$ cat src/rtl/dmem_arbiter.sv
// -----------------------------------------------------------------------------
// dmem_arbiter
//   Shares one single-port data memory between two requesters:
//     port 0 = CPU load/store path, port 1 = program/data loader (DMA).
//   At most one access per cycle. Round-robin arbitration with optional
//   locked bursts of up to BURST_MAX beats. Read data is registered and
//   returned to the winning port one cycle after the access.
//   A low m0_gnt while m0_req is high stalls the CPU.
//
// Configuration macro:
//   DMEM_ARB_FIXED_PRIO_EN  when defined, port 0 always wins a contest in
//                           IDLE (last-granted history is ignored). Locks
//                           and the burst cap behave identically.
//
// Ports:
//   clk, reset            clock, asynchronous active-low reset
//   mX_req/we/lock        port X request, write enable, keep-ownership hint
//   mX_addr/wdata         port X byte address and write data
//   mX_gnt                port X transfer accepted this cycle
//   mX_rvalid/rdata       port X read response (one cycle after the read)
//   mem_re/we             memory read / write strobes
//   mem_addr/wdata        memory address and write data (winner's, else 0)
//   mem_rdata             memory read data, combinational from mem_addr
// -----------------------------------------------------------------------------
module dmem_arbiter #(
  parameter int unsigned ADDR_W    = 32,
  parameter int unsigned DATA_W    = 32,
  parameter int unsigned BURST_MAX = 4
) (
  input  logic              clk,
  input  logic              reset,
  input  logic              m0_req,
  input  logic              m0_we,
  input  logic              m0_lock,
  input  logic [ADDR_W-1:0] m0_addr,
  input  logic [DATA_W-1:0] m0_wdata,
  output logic              m0_gnt,
  output logic              m0_rvalid,
  output logic [DATA_W-1:0] m0_rdata,
  input  logic              m1_req,
  input  logic              m1_we,
  input  logic              m1_lock,
  input  logic [ADDR_W-1:0] m1_addr,
  input  logic [DATA_W-1:0] m1_wdata,
  output logic              m1_gnt,
  output logic              m1_rvalid,
  output logic [DATA_W-1:0] m1_rdata,
  output logic              mem_re,
  output logic              mem_we,
  output logic [ADDR_W-1:0] mem_addr,
  output logic [DATA_W-1:0] mem_wdata,
  input  logic [DATA_W-1:0] mem_rdata
);

  typedef enum logic [1:0] {IDLE, OWN0, OWN1} state_e;

  localparam logic [4:0] BURST_MAX_W = 5'(BURST_MAX);

  state_e            state_q, state_d;
  logic              last_q, last_d;
  logic [3:0]        beat_q, beat_d;
  logic              resp_v_q, resp_v_d;
  logic              resp_id_q, resp_id_d;
  logic [DATA_W-1:0] rdata_q, rdata_d;

  logic       gnt0, gnt1, xfer, win, win_we, win_lock;
  logic [4:0] beat_inc;

  // NOTE: every signal written here gets a default first, so no path
  // through the block leaves a value unassigned and no latch is inferred.
  always_comb begin
    gnt0      = 1'b0;
    gnt1      = 1'b0;
    state_d   = state_q;
    last_d    = last_q;
    beat_d    = beat_q;

    unique case (state_q)
      IDLE: begin
        if (m0_req && m1_req) begin
`ifdef DMEM_ARB_FIXED_PRIO_EN
          gnt0 = 1'b1;
`else
          // Round-robin: the port that did not win last time goes first.
          if (last_q) gnt0 = 1'b1;
          else        gnt1 = 1'b1;
`endif
        end else begin
          gnt0 = m0_req;
          gnt1 = m1_req;
        end
      end
      OWN0: begin
        if (m0_req) gnt0 = 1'b1;
        else begin
          state_d = IDLE;
          beat_d  = '0;
        end
      end
      OWN1: begin
        if (m1_req) gnt1 = 1'b1;
        else begin
          state_d = IDLE;
          beat_d  = '0;
        end
      end
      default: begin
        state_d = IDLE;
        beat_d  = '0;
      end
    endcase

    // Nothing is granted while reset is held, regardless of requests.
    gnt0     = gnt0 & reset;
    gnt1     = gnt1 & reset;
    xfer     = gnt0 | gnt1;
    win      = gnt1;
    win_we   = win ? m1_we   : m0_we;
    win_lock = win ? m1_lock : m0_lock;
    beat_inc = {1'b0, beat_q} + 5'd1;

    if (xfer) begin
      last_d = win;
      // Keep ownership only while the lock is asserted and the cap is not
      // reached; hitting the cap forces a release back to arbitration.
      if (win_lock && (beat_inc < BURST_MAX_W)) begin
        state_d = win ? OWN1 : OWN0;
        beat_d  = beat_inc[3:0];
      end else begin
        state_d = IDLE;
        beat_d  = '0;
      end
    end

    resp_v_d  = xfer & ~win_we;
    resp_id_d = resp_id_q;
    rdata_d   = rdata_q;
    if (resp_v_d) begin
      resp_id_d = win;
      rdata_d   = mem_rdata;
    end
  end

  // NOTE: state registers use non-blocking assignments so every flop samples
  // the pre-edge values, independent of statement order.
  always_ff @(posedge clk or negedge reset) begin
    if (!reset) begin
      state_q   <= IDLE;
      last_q    <= 1'b1;
      beat_q    <= '0;
      resp_v_q  <= 1'b0;
      resp_id_q <= 1'b0;
      rdata_q   <= '0;
    end else begin
      state_q   <= state_d;
      last_q    <= last_d;
      beat_q    <= beat_d;
      resp_v_q  <= resp_v_d;
      resp_id_q <= resp_id_d;
      rdata_q   <= rdata_d;
    end
  end

  assign m0_gnt    = gnt0;
  assign m1_gnt    = gnt1;
  assign mem_we    = xfer & win_we;
  assign mem_re    = xfer & ~win_we;
  assign mem_addr  = xfer ? (win ? m1_addr  : m0_addr)  : '0;
  assign mem_wdata = xfer ? (win ? m1_wdata : m0_wdata) : '0;

  // The response register never stalls; the non-responding port sees zero.
  assign m0_rvalid = resp_v_q & ~resp_id_q;
  assign m1_rvalid = resp_v_q &  resp_id_q;
  assign m0_rdata  = m0_rvalid ? rdata_q : '0;
  assign m1_rdata  = m1_rvalid ? rdata_q : '0;

endmodule

$ cat config.mk
export PLATFORM = sky130hd
export DESIGN_NAME = dmem_arbiter
export DESIGN_NICKNAME = d
export VERILOG_FILES = /design/src/rtl/dmem_arbiter.sv
export SDC_FILE = /design/constraint.sdc
export NUM_CORES = 1
export LEC_CHECK = 0
export BUFFER_PORTS_ARGS = -buffer_cell sky130_fd_sc_hd__buf_2
export CAP_MARGIN = 20
export CORE_AREA = 2 2 118 120
export CTS_CLUSTER_DIAMETER = 100
export DETAILED_ROUTE_END_ITERATION = 7
export DIE_AREA = 0 0 120 122
export GPL_ROUTABILITY_DRIVEN = 0
export PLACE_DENSITY = 0.62
export SLEW_MARGIN = 20
export SYNTH_ARGS = -nofsm -noshare
export SYNTH_HDL_FRONTEND = slang
export SYNTH_SLANG_ARGS = --single-unit
$ cat constraint.sdc
create_clock -name clk -period 2.2 [get_ports clk]
set_input_delay 0.33 -clock clk [delete_from_list [all_inputs] [get_ports clk]]
set_output_delay 0.33 -clock clk [all_outputs]
set_load 0.005 [all_outputs]
==> reports/metrics.yaml <==
critPathArrivalTime_ps: 1800
critPathCaptureType: "output pin"
wire_per_inst_microns: 14.7
nFillCells: 1439
die_h_microns: 122
ys_seq_area_frac: 0.340
swShare: 0.314
final_common_cell: "buf_2"
drv_cap: 0
fmax_mhz: 469
irDropWorstVdd_mv: 0.294
synth_nets: 572
core-area_sq_mm: 0.0135
critPathLaunchType: "flop"
rr_worst_depth: 7
hpwl_mm: 9.68
p_total_mw: 2.97
grt_pass1_wl_mm: 18.0
overflow: 0
setup_tns_ps: 0
finalNonFillerCells: 886
p_comb_frac: 0.359
crit_family: "simple AND/OR/NAND/NOR gates"
cts_made_buffers: 5
stdcell_area_sq_mm: 0.00514
postSynthCellCount: 403
rsz0062_at_grt: "true"
grt_antenna_before_repair: 0
grt_max_degree: 70
clock_latency_ps: 280
pwr-share-seq: 0.358
final_net_count: 874
grt_pass1_vias: 3385
path_depth: 5
slowest_stage: "dfrtp_1"
r2r_slack_ps: 80
crit_fanout: 7
clockBufferDepth: 2
path_cells: "nor2b_4 -> nand3_4 -> a221oi_4 -> buf_12 -> buf_6"
cts_hold_buf: 0
area_growth_pct: 70.0
drv_slew: 0
ant_nets: 0
die_area_sq_mm: 0.0146
routed_wl_mm: 13.0
dp.cells: 861
min_period_ps: 2130
synth.avg_cell_area_sq_um: 7.50
vias: 3899
maxSlewHeadroom: 0.688
fin_hold_ws_ps: 119
reg2reg_from: "state_q[0]"
cts_root_buf: "clkbuf_16"
hold_viol_final: 0
drive_gt1_frac: 0.527
yosysWarnings: 0
fin_skew_ps: 5.50
holdCritPathClass: "in -> async"
cts_num_sinks: 41
p_int_mw: 2.03
vias_per_cell: 4.40
cts_max_level: 2
drc: 0
final_cell_mix: "buf_2 (300), nand2_1 (134), a21oi_1 (66)"
placed_area_sq_mm: 0.00475
antenna-diode-count: 0
power_density_mw_per_mm2: 577
p_clk_frac: 0.283
period_share: 0.969
path_class: "reg -> out"
status: "complete, no violations"
placementRows: 43
slowest_delay_ps: 420
power_switching_mw: 0.933
crit_start: "state_q[0]"
ys_ff_latch: 41
cts_tree: "yes"
die_w_microns: 120
initial_core_util: 0.224
cp.required_ps: 1870
ys_types: 28
tightest_slew_ps: 468
path_buf_inv: 2
grt_usage: 0.154
setup_viol: 0
ios: 302
syn-cell-area_sq_mm: 0.00302
port_buffers: 301
clk_pin_slew_ps: 60
dr.first_iter.drc_count: 219
dr.pass1.iters: 4
p_leak_nw: 3.05
final timing paths:
path / to
setup / recovery: mem_re
hold / removal: beat_q[3]
setup reg to reg: rdata_q[31]
hold reg to reg: beat_q[3]
max in group asynchronous: last_q
min in group clk: rdata_q[1]
registers in the layout, summed over array words and instances, names as in the netlist:
| name | count |
|---|---|
| rdata_q | 32 |
| beat_q | 4 |
| state_q | 2 |
| last_q | 1 |
| resp_id_q | 1 |
| resp_v_q | 1 |
stage by stage:
step	worst slack, ps	utilization
6_report	68.9	0.381
5_1_grt	-28.8	0.381
4_1_cts	0.187	0.366
3_5_place_dp	194	0.352
3_3_place_gp	220	0.352
2_1_floorplan	347	-
Yosys cell counts:
| cell | n | area [sq um] |
|---|---|---|
| nand2_1 | 134 | 503 |
| a21oi_1 | 68 | 340 |
| dfrtp_1 | 40 | 1000 |
| and2_1 | 35 | 219 |
| and3_1 | 34 | 213 |
| mux2_2 | 27 | 304 |
| clkbuf_1 | 17 | 63.8 |
| buf_1 | 7 | 26.3 |
| buf_2 | 6 | 30.0 |
| inv_1 | 6 | 22.5 |
| mux2_1 | 6 | 67.6 |
| a32o_1 | 3 | 30.0 |
| buf_6 | 3 | 33.8 |
| nor2_1 | 2 | 7.51 |
| nor2b_1 | 2 | 12.5 |
| a221oi_4 | 1 | 26.3 |
| a41o_1 | 1 | 10.0 |
| dfstp_2 | 1 | 26.3 |
| ha_1 | 1 | 12.5 |
| nand3_1 | 1 | 5.00 |
| nand3_4 | 1 | 17.5 |
| nand3b_2 | 1 | 11.3 |
| nor2b_2 | 1 | 8.76 |
| nor3_1 | 1 | 5.00 |
| o21ai_1 | 1 | 5.00 |
| o22ai_1 | 1 | 6.26 |
| o2bb2ai_1 | 1 | 8.76 |
| or2_2 | 1 | 6.26 |
metal layers:
metal  vias to the layer above  part of all wire  global-route usage
met3                         8             0.083              0.0295
met1                      1771              0.41               0.208
met2                       178              0.49               0.253
li1                       1942                 -                   -
met4                         0             0.011              0.0368
met5                         -                 0                   0
power groups by stage:
stage	sequential (mW)	clock (mW)	combinational [mW]
final	1.06	0.839	1.07
after global routing	1.09	0.914	1.18
after CTS	1.06	0.876	1.01
after detailed placement	1.07	0	0.997
after global placement	1.07	0	0.987
after floorplan	1.03	0	0.543
kinds of logic (layout without fill, tap and decap cells):
group / Yosys count / in the layout / synth area share
flip-flops: 41 / 41 / 0.340
AND/OR/NAND/NOR: 213 / 213 / 0.334
AO/OA/AOI/OAI: 76 / 76 / 0.141
multiplexers: 33 / 33 / 0.123
adder cells (fa/ha/maj): 1 / 1 / 0.00414
buffers and inverters: 39 / 342 / 0.0584
layout make-up:
cell class	instances	area, sq um	area share
Tap cell	180	225	0.0438
Sequential cell	41	1030	0.200
Multi-Input combinational cell	323	1850	0.360
Clock inverter	2	38.8	0.00755
Clock buffer	6	129	0.0251
Timing Repair Buffer	328	1840	0.358
Inverter	6	30.0	0.00584
repair_timing:
| action | 4_1_cts | 5_1_grt |
|---|---|---|
| setup endpoints to repair | 59 | 61 |
| setup buffers | 0 | 14 |
| resized for setup | 4 | 6 |
| pin swaps | 0 | 2 |
| gates cloned | 0 | 3 |
Power figures use the tool's default switching activity.
